==> src/rtl/deinter_frame_buffer.sv <==
// deinter_frame_buffer: tags deinterleaved symbols with block/frame position and buffers them in a FWFT FIFO
module deinter_frame_buffer #(
  parameter int DW            = 11,
  parameter int BLK_LEN       = 1536,
  parameter int BLK_PER_FRAME = 8,
  parameter int DEPTH         = 16,
  parameter int AW            = 4
) (
  input  logic          clk,
  input  logic          rst,
  input  logic [DW-1:0] din,
  input  logic          din_en,
  output logic [DW-1:0] dout,
  output logic          dout_sof,
  output logic          dout_eof,
  output logic          dout_last,
  output logic [2:0]    dout_blk,
  output logic          dout_valid,
  input  logic          dout_ready,
  output logic          overflow,
  output logic [AW:0]   fifo_level
);
  localparam int SW = $clog2(BLK_LEN);
  localparam int EW = DW + 5;
  localparam logic [SW-1:0] SYM_LAST = SW'(BLK_LEN - 1);
  localparam logic [2:0] BLK_LAST = 3'(BLK_PER_FRAME - 1);
  localparam logic [AW:0] FULL = (AW + 1)'(DEPTH);
  logic [EW-1:0] r_mem [DEPTH];
  logic [AW-1:0] r_wr_ptr, r_rd_ptr;
  logic [AW:0]   r_count;
  logic [SW-1:0] r_sym_cnt;
  logic [2:0]    r_blk_cnt;
  logic          r_overflow;
  logic          w_pop, w_push, w_sym_wrap;
  logic [EW-1:0] w_entry, w_head;
  assign w_pop      = (r_count != '0) & dout_ready;
  assign w_push     = din_en & ((r_count != FULL) | w_pop);
  assign w_sym_wrap = r_sym_cnt == SYM_LAST;
  assign w_entry    = {din, r_sym_cnt == '0, w_sym_wrap, r_blk_cnt};
  assign w_head     = r_mem[r_rd_ptr];
  assign dout       = w_head[EW-1:5];
  assign dout_sof   = w_head[4];
  assign dout_eof   = w_head[3];
  assign dout_blk   = w_head[2:0];
  assign dout_last  = dout_eof & (dout_blk == BLK_LAST);
  assign dout_valid = r_count != '0;
  assign overflow   = r_overflow;
  assign fifo_level = r_count;
  // Storage is cleared on reset so the head reads 0 before the first write.
  always_ff @(posedge clk) begin
    if (!rst) begin
      for (int i = 0; i < DEPTH; i++) r_mem[i] <= '0;
      r_wr_ptr   <= '0;
      r_rd_ptr   <= '0;
      r_count    <= '0;
      r_sym_cnt  <= '0;
      r_blk_cnt  <= '0;
      r_overflow <= 1'b0;
    end else begin
      if (w_push) begin
        r_mem[r_wr_ptr] <= w_entry;
        r_wr_ptr        <= r_wr_ptr + 1'b1;
      end
      if (w_pop) r_rd_ptr <= r_rd_ptr + 1'b1;
      r_count <= (w_push & ~w_pop) ? r_count + 1'b1 :
                 (w_pop & ~w_push) ? r_count - 1'b1 : r_count;
      if (din_en) begin
        r_sym_cnt <= w_sym_wrap ? '0 : r_sym_cnt + 1'b1;
        if (w_sym_wrap) r_blk_cnt <= (r_blk_cnt == BLK_LAST) ? '0 : r_blk_cnt + 1'b1;
        if (!w_push) r_overflow <= 1'b1;
      end
    end
  end
endmodule

==> config.mk <==
export PLATFORM = sky130hd
export DESIGN_NAME = deinter_frame_buffer
export DESIGN_NICKNAME = d
export VERILOG_FILES = /design/src/rtl/deinter_frame_buffer.sv
export SDC_FILE = /design/constraint.sdc
export NUM_CORES = 1
export LEC_CHECK = 0
export BUFFER_PORTS_ARGS = -buffer_cell sky130_fd_sc_hd__buf_2
export CAP_MARGIN = 25
export CORE_MARGIN = 2
export CORE_UTILIZATION = 56
export DETAILED_ROUTE_END_ITERATION = 16
export PLACE_DENSITY = 0.87
export SLEW_MARGIN = 10
export SYNTH_ARGS = -nofsm -noshare
export SYNTH_HDL_FRONTEND = slang
export SYNTH_SLANG_ARGS = --single-unit
==> constraint.sdc <==
create_clock -name clk -period 2.5 [get_ports clk]
set_input_delay 0.125 -clock clk [delete_from_list [all_inputs] [get_ports clk]]
set_output_delay 0.125 -clock clk [all_outputs]
set_load 0.01 [all_outputs]
==> summary by stage <==
Status
The flow ran to the end, but the final reports show violations. The final reports fail on setup timing.

Die
Once the floorplan was initialized, standard cells occupied 56.6% of the core. The floorplan step defined a die boundary enclosing 0.0248 mm2. The area of the core region is 0.0233 mm2. The die is 157 um tall.

The boundary pin count is 39. The floorplan has 56 rows. The width of the chip is 157 um.

Worst setup path
In this run the critical register-to-register path is launched from fifo_level[3]. The arrival time reported for the critical path endpoint is 2.52 ns. The setup slack on the worst flop-to-flop path is 0.07 ns. The critical path goes through buf_16 > buf_4 > mux4_2 > mux4_2 > buf_6. The end point of the critical path is dout[0]. The required time of the critical path is 2.38 ns. The longest individual stage delay on the worst path is 0.53 ns. The cell with the largest stage delay on the worst path is sky130_fd_sc_hd__mux4_2. The number of cells on the worst reg-to-reg path is 12.

The worst setup path is captured at a primary output. The worst setup path is of the flip-flop to primary output kind. The worst register-to-register path ends at fifo_level[4]. By instance count, the cell type seen most on the critical path is sky130_fd_sc_hd__mux4_2.

The worst setup path is launched from a flip-flop. In this run the worst path has a maximum fanout of 12.

Timing
Setup repair after global routing could not meet its margin everywhere. The portion of the clock cycle consumed by the worst path in the final layout is 106%. The worst pin sits at a relative slew slack of 56.6%.

The final hold violation count came to 0. The final period demand of the worst path is 2.65 ns. The largest clock skew in the final design is 0.0138 ns. The post-layout worst setup margin is -0.148 ns. Derived from the worst setup path, the maximum achievable clock frequency is 0.378 GHz. At the pin with the least slew margin, the transition time is 0.651 ns. The number of slew-limit violations in the final report is 0. The worst hold slack across all endpoints is 0.0609 ns. Setup violations remaining at the end of the flow were counted as 13.

Synthesis
sky130_fd_sc_hd__edfxtp_1 takes more of the synthesized area than any other cell. The number of synthesis warnings is 0. For this run, asynchronously set or reset flops after synthesis account for 0%. In this run, synthesis inferred 256 flip-flops with an integrated enable. Averaged over all synthesized cells, the footprint is 14.8 um2.

The area fraction of the dominant cell type after synthesis is 58.4%. Synthesis produced a netlist with a net count of 918. The netlist uses 41 different library cells. The share of the yosys chip area belonging to registers is 63.3%. For this run, the leading register cell type out of synthesis is sky130_fd_sc_hd__edfxtp_1. Counting flops and latches in the post-synthesis netlist gives 288. Sorting the synthesized cells by area gives the leading types as sky130_fd_sc_hd__edfxtp_1 (58%), sky130_fd_sc_hd__mux4_2 (13%), sky130_fd_sc_hd__and2_1 (11%), sky130_fd_sc_hd__dfxtp_1 (4.9%), sky130_fd_sc_hd__clkbuf_1 (1.3%). Summing every instance area after synthesis gives 0.0132 mm2.

The number of instances in the synthesized netlist is 889.

Clock tree
The H-tree depth is 1. The longest clock path from root to sink contains 3 buffers. Clock tree synthesis inserted a total of 27 buffers.

The buffer type at the clock tree root is sky130_fd_sc_hd__clkbuf_16. TritonCTS built the clock tree. The later-pin clock latency in the skew report is 0.53 ns. After clock tree synthesis, the clock-pin slew on the worst setup and hold paths is 0.07 ns. The sink count of the clock tree is 288.

Flow run
Across the run, the number of max-cap violations was 0.

Final layout
Leaving out fill and tap cells, the most frequent cells in the layout are sky130_fd_sc_hd__edfxtp_1 (256), sky130_fd_sc_hd__and2_1 (235), sky130_fd_sc_hd__mux4_2 (76). In the final layout, the share of cells above drive strength 1 is 23.2%. The growth of design area from synthesis to finish is 14.2%.

The net count of the finished layout is 964. In the final layout, the multi-input gates occupy 0.00459 mm2. The fill cell total of the finished layout is 1524. The count of cells in the finished layout, fillers not included, comes to 1272.

The total area of sequential cells is 0.00834 mm2. Leaving out fill and tap cells, the most frequent cell in the layout is sky130_fd_sc_hd__edfxtp_1. The count of antenna diodes in the layout is 0.

Detailed routing
The final antenna-violating net count is 0. The aggregate routed wire length is 28900 um. Dividing the detail-routed wire length by the instance count gives 22.7 um. For this run, design rule violations remaining after detail routing come to 0.

The initial detailed-routing violation count is 821. The detailed-route via count is 7628. Before antenna repair, the detailed router went through 5 iterations. Dividing the detail-routed via count by the number of cells gives 6.00.

Place
The final estimated routing congestion in global placement is 0.843. In this run the tool buffered the top-level ports with 38 buffer cells. The number of cells after detailed placement is 1212. The half-perimeter wire length of the detailed placement result is 17600 um.

Global routing
The overall track demand over capacity in global routing is 23.8%. The number of antenna violations at the first check in global routing came to 0. The met2 layer usage reported by global route is 41.5%. After global routing, the most crowded layer is met2. The final global-route overflow total is 0. The met3 track demand over resource in global routing is 3.50%. The routing usage on met1 is 30.7%. The via count of the first global-routing pass is 7758. The wire length of the first global-routing pass is 44200 um. The pin count of the biggest net entering global routing is 65.

Power
VDD sags by at most 0.429 mV. The cell area power density is 876 mW/mm2. Summing internal, switching and leakage power gives 13200 uW. The leakage power figure is 0.00547 uW.

Hold path
The class of the worst hold path is input port to flip-flop.
metal layers:
layer / part of all wire, % / wire length, um
met2: 52 / 15100
met4: 2.7 / 792
met1: 38 / 10900
met3: 7.4 / 2150
met5: 0 / 0
critical path, delay by kind of cell, from the launching register on:
kind                   cells  cell delay (ns)
muxes                      2             1.06
buffers and inverters      3             0.46
DFF                        1             0.46
metrics by stage:
stage | cell area (um2) | utilization [%] | worst slack (ns) | setup TNS (ns)
after CTS | 15000 | 64.4 | -0.150 | -1.39
after floorplan | 13200 | - | 0.0269 | 0
after global placement | 13800 | 59.2 | 0.0590 | 0
after detailed placement | 13800 | 59.2 | -0.0220 | -0.0220
after global routing | 15000 | 64.7 | -0.190 | -2.06
final | 15000 | 64.7 | -0.148 | -1.51
final cells by class:
| cell class | instances | share of cell area [%] |
|---|---|---|
| Clock buffer | 31 | 4.59 |
| Clock inverter | 16 | 1.55 |
| Multi-Input combinational cell | 526 | 30.5 |
| Inverter | 12 | 0.316 |
| Timing Repair Buffer | 80 | 4.93 |
| Tap cell | 319 | 2.65 |
| Sequential cell | 288 | 55.5 |
where the power goes:
part / switching (uW) / total (uW) / internal [uW]
logic: 1510 / 3190 / 1690
registers: 169 / 5660 / 5490
clock network: 1730 / 4320 / 2590
total: 3410 / 13200 / 9770
logic make-up (layout without fill, tap and decap cells):
group / count (synthesis) / in the layout / synth area share, %
AOI/OAI and AO/OA: 25 / 25 / 1.25
xor gates and xnor gates: 14 / 14 / 0.931
adders and majority gates: 14 / 14 / 1.39
buffers and inverters: 75 / 139 / 2.50
DFF: 288 / 288 / 63.3
muxes: 80 / 80 / 13.3
and+or+nand+nor: 393 / 393 / 17.4
sequential cells by signal, summed over array words and instances (netlist names), named ones only:
signal and cells:
r_sym_cnt 11, r_mem 256, fifo_level 5, r_wr_ptr 4
overflow 1, r_blk_cnt 3, r_rd_ptr 4
timing repair:
item / 4_1_cts / 5_1_grt
gates cloned: 4 / 0
endpoints found under the setup margin: 18 / 228
buffers inserted: 2 / 6
endpoints found under the hold margin: 2 / 0
hold buffers: 2 / 0
pin swaps: 3 / 5
gates resized for setup: 25 / 6
worst min-delay path by stage:
stage | slack, ns | to | startpoint | depth (start not counted)
final | 0.06 | r_rd_ptr[2] | dout_ready | 4
after global routing | 0.06 | r_rd_ptr[2] | dout_ready | 4
after CTS | 0.05 | r_rd_ptr[2] | dout_ready | 4
after detailed placement | 0.46 | overflow | overflow | 1
after global placement | 0.44 | overflow | overflow | 1
after floorplan | 0.32 | r_mem[0][10] | din[5] | 1
cell usage after synthesis, types with 2 or more instances:
cell type,number
sky130_fd_sc_hd__nand3_1,33
sky130_fd_sc_hd__nand2b_1,2
sky130_fd_sc_hd__nor2b_1,7
sky130_fd_sc_hd__dfxtp_1,32
sky130_fd_sc_hd__nand2_1,35
sky130_fd_sc_hd__or3_1,3
sky130_fd_sc_hd__mux4_2,76
sky130_fd_sc_hd__xnor2_1,9
sky130_fd_sc_hd__nand4_1,5
sky130_fd_sc_hd__xor2_1,5
sky130_fd_sc_hd__nor2_1,42
sky130_fd_sc_hd__o21a_1,4
sky130_fd_sc_hd__and3_4,5
sky130_fd_sc_hd__and2_1,235
sky130_fd_sc_hd__buf_6,4
sky130_fd_sc_hd__o21ai_0,7
sky130_fd_sc_hd__a21oi_1,2
sky130_fd_sc_hd__nor3_1,2
sky130_fd_sc_hd__edfxtp_1,256
sky130_fd_sc_hd__nor4_1,2
sky130_fd_sc_hd__clkbuf_1,44
sky130_fd_sc_hd__inv_1,12
sky130_fd_sc_hd__ha_1,13
sky130_fd_sc_hd__and3_1,13
sky130_fd_sc_hd__buf_2,13
sky130_fd_sc_hd__a21boi_0,7
sky130_fd_sc_hd__a22oi_1,4
sky130_fd_sc_hd__mux2i_1,4
No activity file was read; power rests on OpenSTA's default activity.
